==> config.mk <==
export PLATFORM = sky130hd
export DESIGN_NAME = regfile_dump_reader
export DESIGN_NICKNAME = d
export VERILOG_FILES = /design/src/rtl/regfile_dump_reader.sv
export SDC_FILE = /design/constraint.sdc
export NUM_CORES = 1
export LEC_CHECK = 0
export ABC_AREA = 0
export CAP_MARGIN = 10
export CORE_UTILIZATION = 43
export CTS_CLUSTER_DIAMETER = 40
export DETAILED_ROUTE_END_ITERATION = 8
export GPL_TIMING_DRIVEN = 0
export HOLD_SLACK_MARGIN = 0.08
export MAX_ROUTING_LAYER = met4
export PLACE_DENSITY_LB_ADDON = 0.1
export SLEW_MARGIN = 20
export SYNTH_ARGS = -nofsm -noshare
export SYNTH_HDL_FRONTEND = slang
export SYNTH_SLANG_ARGS = --single-unit
==> constraint.sdc <==
create_clock -name clk -period 2 [get_ports clk]
set_input_delay 0.2 -clock clk [delete_from_list [all_inputs] [get_ports clk]]
set_output_delay 0.2 -clock clk [all_outputs]
set_load 0.01 [all_outputs]
==> src/rtl/regfile_dump_reader.sv <==
// regfile_dump_reader: walks a register address range through the async read port and streams each value out on a valid/ready interface
// Ports: clk/rst (async active-high); start/abort control; first_addr/last_addr range, latched on start;
//        rf_raddr/rf_rdata register-file read port; out_valid/out_ready/out_addr/out_data/out_last output beat;
//        busy high from accepted start until back in IDLE; done one-cycle pulse after the final beat is accepted.
module regfile_dump_reader #(
    parameter int NUM_REGS = 32,
    parameter int ADDR_W   = 5,
    parameter int DATA_W   = 32
) (
    input  logic              clk,
    input  logic              rst,
    input  logic              start,
    input  logic              abort,
    input  logic [ADDR_W-1:0] first_addr,
    input  logic [ADDR_W-1:0] last_addr,
    output logic [ADDR_W-1:0] rf_raddr,
    input  logic [DATA_W-1:0] rf_rdata,
    output logic              out_valid,
    input  logic              out_ready,
    output logic [ADDR_W-1:0] out_addr,
    output logic [DATA_W-1:0] out_data,
    output logic              out_last,
    output logic              busy,
    output logic              done
);
    typedef enum logic [1:0] {IDLE, FETCH, SEND, DONE} state_t;
    state_t state, state_n;
    logic [ADDR_W-1:0] cur, end_addr;
    logic hs;
    assign hs       = out_valid && out_ready;
    assign rf_raddr = cur;
    assign done     = state == DONE;
    always_comb begin
        state_n = state;
        case (state)
            IDLE:  state_n = start ? FETCH : IDLE;
            FETCH: state_n = abort ? IDLE : SEND;
            SEND:  state_n = abort ? IDLE : hs ? (out_last ? DONE : FETCH) : SEND;
            DONE:  state_n = IDLE;
        endcase
    end
    always_ff @(posedge clk or posedge rst) begin
        if (rst) begin
            state     <= IDLE;
            cur       <= '0;
            end_addr  <= '0;
            out_valid <= 1'b0;
            out_addr  <= '0;
            out_data  <= '0;
            out_last  <= 1'b0;
            busy      <= 1'b0;
        end else begin
            state <= state_n;
            case (state)
                IDLE: if (start) begin
                    cur      <= first_addr;
                    end_addr <= last_addr;
                    busy     <= 1'b1;
                end
                FETCH: if (abort) begin
                    out_valid <= 1'b0;
                    out_last  <= 1'b0;
                    busy      <= 1'b0;
                end else begin
                    out_data  <= rf_rdata;
                    out_addr  <= cur;
                    out_last  <= cur == end_addr;
                    out_valid <= 1'b1;
                end
                // a handshake coinciding with abort still counts as delivered; abort just ends the dump
                SEND: if (abort) begin
                    out_valid <= 1'b0;
                    out_last  <= 1'b0;
                    busy      <= 1'b0;
                end else if (hs) begin
                    out_valid <= 1'b0;
                    if (!out_last) cur <= ADDR_W'((32'(cur) + 1) % NUM_REGS);
                end
                DONE: busy <= 1'b0;
            endcase
        end
    end
endmodule

Word level (Yosys, flattened, before mapping):

Index checks and enable logic that the tools add are counted.

* flip-flop bits (word level): 52
* logic and storage cells: 52

* add/subtract/negate cells: 1
* equality and inequality tests: 11
* muxes and demuxes: 20
* bitwise operators: 1
* reduce and logical (&&, ||, !) cells: 11

Operators with widths (number)
* $mux W5: 4
* $ne A2 B2 Y1 const B: 5
* $pmux W5 S2: 1
* $reduce_and A2 Y1: 5
* $mux W2: 4
* $pmux W2 S4: 1
* $mux W1: 7
* $add A5 B1 Y5 const B: 1
* $eq A5 B5 Y1: 1
* $reduce_and A5 Y1: 1
* $eq A2 B2 Y1 const B: 2
* $pmux W1 S2: 2
* $reduce_bool A2 Y1: 2
* $ne A3 B3 Y1 const B: 1
* $pmux W1 S3: 1
* $eq A2 B1 Y1 const B: 1
* $logic_not A2 Y1: 1
* $ne A2 B1 Y1 const B: 1
* $reduce_or A2 Y1: 1
* $logic_and A1 B1 Y1: 1
* $not A1 Y1: 1

Logic depth before layout (Yosys ltp):

* word-level depth: 5
* gate-level depth with buffers: 8

Least setup slack after synthesis:

No wires, ideal clock.

* path kind: flip-flop to flip-flop
* from: register state[1]
* to: register out_data[10]
* setup time: 0.125 ns
* arrival time: 1.393 ns
* path slack: 0.482 ns
* cell stages (with the launch flop): 8
* path buffers: 2
* period minus slack after synthesis: 1.518 ns
* cells stage by stage: dfrtp_1 -> inv_1 -> ha_1 -> inv_1 -> nor2_2 -> buf_6 -> buf_6 -> mux2_4

* longest elaborated chain between the ends: 2

Ends and longest elaborated chain
* from (decl): line 27 `state_t state, state_n;`
* from (signal assigned): line 53 `state <= state_n;`
* $eq A2 B1 Y1: line 54 `case (state)`
* $reduce_and A2 Y1 (no source line)
* to (signal assigned): line 65 `out_data <= rf_rdata;`
* to (decl): line 21 `output logic [DATA_W-1:0] out_data,`

Every way passes these cells.
A chain may end at the register's enable or synchronous reset.

Worst setup path in the final report:

* from: register state[1]
* to: register out_data[7]

The elaborated chain is that of the path after synthesis.

==> impl_results.md <==
* Pwr Density at 966 nW/µm²
* Net Sw Frac at 28.6%
* Detailed Place HPWL at roughly 3.5 mm
* Yosys cell types at 31
* Final ANT Viol Nets at 0
* Post-Layout Cell Count at between 300 and 400
* Mux cell area share after synthesis at 23.3%
* Synth async-reset ratio at 100%
* Drt via density at 4.88
* Worst Tran Pin Value at 0.639 ns
* Top Ports at 93
* Worst setup path class: reg -> reg
* Status: complete, no violations
* Logic pwr share at 38.2%
* Register share of total power at 44.8%
* Clk sinks at 52
* Initial core utilization at 45.1%
* Die width at around 76 µm
* Fill count at 405
* Final total power at 0.00330 W
* Post-synth top flop: dfrtp_1
* CP endpoint kind: register
* Internal at about 0.0024 W
* EDFF count, synth at 0
* CP Launch Point: state[1]$_DFF_PP0_
* Worst Clk Skew at 0.0109 ns
* Post-synth top cells: dfrtp_1, mux2_2, nand2_1
* Largest area contributor in the netlist: dfrtp_1
* Cells resized by post-CTS repair at 0
* Vias at 1665
* Peak supply drop at 556 µV
* Die footprint at 5720 µm²
* Final setup viols at 0
* Synth Area in Compound Gates at 6.98%
* Num CTS Buffers at 5
* Worst R2R Setup Slack at 0.28 ns
* Rows at 26
* CP max-delay cell: dfrtp_1
* Share of the synthesized area in the top cell type at 55.8%
* Placed cells at 334
* Hold Fails Final Rpt at 0
* Final slew viol count at 0
* Wirelength per Cell at 14.1 µm
* Gr usage total at 17.8%
* Final period util at 85.8%
* Top-count cell post-synth: dfrtp_1
* Startpoint types: register
* H-tree levels at 2
* Clk Latency, worst-skew pair at 0.30 ns
* Number of global-route vias before repair at approximately 1500
* # hold bufs at CTS at 0
* Max_slew headroom at a little under three fifths
* DRC viols at 0
* Reg clk slew, reported paths at 0.09 ns
* Top cells by area, synth: dfrtp_1, mux2_2, mux2_4, ha_1, xnor2_1
* R2R cell count at 7
* Syn_area_per_cell at 13.6 µm²
* First-pass GRT wire length at 7.17 mm
* Initial antenna violation count at 0
* Post-CTS setup buffer count at 0
* Leak at 1.44 nW
* Net switching power figure at 0.000946 W
* Synth Area in XOR/XNOR at 1.88%
* CP cell instances: inv_1 > ha_1 > inv_1 > nor2_2 > buf_6 > buf_6 > mux2_4
* Register area share after synthesis at 55.8%
* Worst R2R Start: state[1]$_DFF_PP0_
* Drt first pass iters at 4
* Critical Path Sink: out_data[7]$_DFFE_PP0P_
* Worst r2r dst: out_data[7]$_DFFE_PP0P_
* Fin nets at roughly 320
* Layout cells sized above 1 at 22.9%
* Area grow syn2layout at 46.7%
* CTS tree: yes
* HP Class: in -> async
* Diode count at 0
* Arr. time, crit path at 1.90 ns
* Post-Synthesis Cells at between 150 and 200
* Post-synthesis simple-gate area fraction at 4.83%
* Tmin final at 1.72 ns
* Clock Power Share at approximately 17%
* Clock root buffer: clkbuf_8
* Cell area after synthesis at 2330 µm²
* DRT iter0 DRCs at 44
* Placer Congestion at a little under 0.8
* Max-cap violations at 0
* Grt ovf at 0
* Drt total wl at between 4 and 5 mm
* Synthesized net count at 225
* Post-Synth Adder-Cell Area at 3.22%
* Die Height at 75.6 µm
* Main combinational cell family by area after synthesis: multiplexers
* Core area at roughly 5200 µm²
* Worst-path maximum fanout at 10
* Yosys warns at 0
* Clk buf depth at 2
* Synthesis-stage register bit count at 52
* Port Buffers at 92
* Required @ worst endpoint at about 2.2 ns
* Final hold slack at between 0.3 and 0.4 ns
* Critical Path Max Stage Delay at about 0.41 ns
* Fmax at 583 MHz
* RSZ-0062 raised after global routing: false
* Largest net degree at the start of global routing at between 50 and 60
-- cell families after synthesis --
kind of cell / count (synthesis)
and+or+nand+nor: 21
adders and majority gates: 6
xor gates and xnor gates: 5
muxes: 46
AOI/OAI and AO/OA: 24
DFF: 52
buffers and inverters: 18
-- worst max-delay path, delay by kind of cell (launching register included) --
kind          cells  cell delay (ns)
fa+ha+maj         1             0.18
simple gates      1             0.15
buf+inv           4             0.55
mux               1             0.31
flops             1             0.41
-- metal layers --
| layer | track usage, % | wire (µm) | vias up |
|---|---|---|---|
| li1 | - | - | 802 |
| met1 | 23.4 | 2260 | 800 |
| met2 | 27.2 | 2220 | 57 |
| met3 | 4.37 | 286 | 6 |
| met4 | 5.56 | 50 | 0 |
| met5 | - | 0 | - |
-- power groups by stage --
stage / combinational (W) / sequential [W] / clock (W)
2_1_floorplan: 0.000473 / 0.00160 / 0
3_3_place_gp: 0.00126 / 0.00149 / 0
3_5_place_dp: 0.00127 / 0.00150 / 0
4_1_cts: 0.00128 / 0.00148 / 0.000586
5_1_grt: 0.00136 / 0.00152 / 0.000623
6_report: 0.00126 / 0.00148 / 0.000561
-- stage by stage --
step                setup WS (ns)  util (%)  area (µm²)  setup TNS, ns
finish                      0.284      66.1        3420              0
floorplan                   0.482         -        2330              0
global route                0.178      66.1        3420              0
global placement           -0.513      64.6        3340         -26.58
detailed placement          0.247      64.6        3340              0
CTS                         0.257      66.1        3420              0
-- registers in the layout (all words and copies together), names as in the netlist --
signal	count
out_data	32
end_addr	5
out_addr	5
rf_raddr	5
state	2
busy	1
out_last	1
out_valid	1
-- layout by cell type (no fill, tap or decap), types with 2 or more instances in the layout --
cell type        netlist  routed
o22a_1                 2       2
mux2_2                35      35
o21a_1                 2       2
nand3_1                3       3
xnor2_1                5       5
inv_1                  8       7
o21ai_0                3       3
clkbuf_8               0       5
a21oi_1                6       6
mux2i_1                3       3
buf_2                  6       6
nand4_1                3       3
clkdlybuf4s50_1        0      92
o22ai_1                4       4
ha_1                   6       6
nand2_1                9       9
buf_6                  2       2
dfrtp_1               52      52
clkbuf_1               1       2
o32ai_1                2       2
mux2_4                 8       8
-- worst min path at each step --
stage,from,endpoint,depth (start not counted)
6_report,rst,out_data[27]$_DFFE_PP0P_,2
5_1_grt,rst,out_data[27]$_DFFE_PP0P_,2
4_1_cts,rst,out_data[14]$_DFFE_PP0P_,2
3_5_place_dp,out_data[10]$_DFFE_PP0P_,out_data[10]$_DFFE_PP0P_,1
3_3_place_gp,out_data[28]$_DFFE_PP0P_,out_data[28]$_DFFE_PP0P_,1
2_1_floorplan,abort,state[1]$_DFF_PP0_,1
-- layout make-up --
class                           instances  area [µm²]  share of cell area, %
Sequential cell                        52        1300                   38.1
Multi-Input combinational cell        102         938                   27.4
Timing Repair Buffer                   92         921                   26.9
Clock buffer                            6        72.6                   2.12
Buffer                                 10        61.3                   1.79
Tap cell                               70        87.6                   2.56
Clock inverter                          1        5.00                  0.146
Inverter                                8        32.5                  0.951
Power figures use the tool's default switching activity.
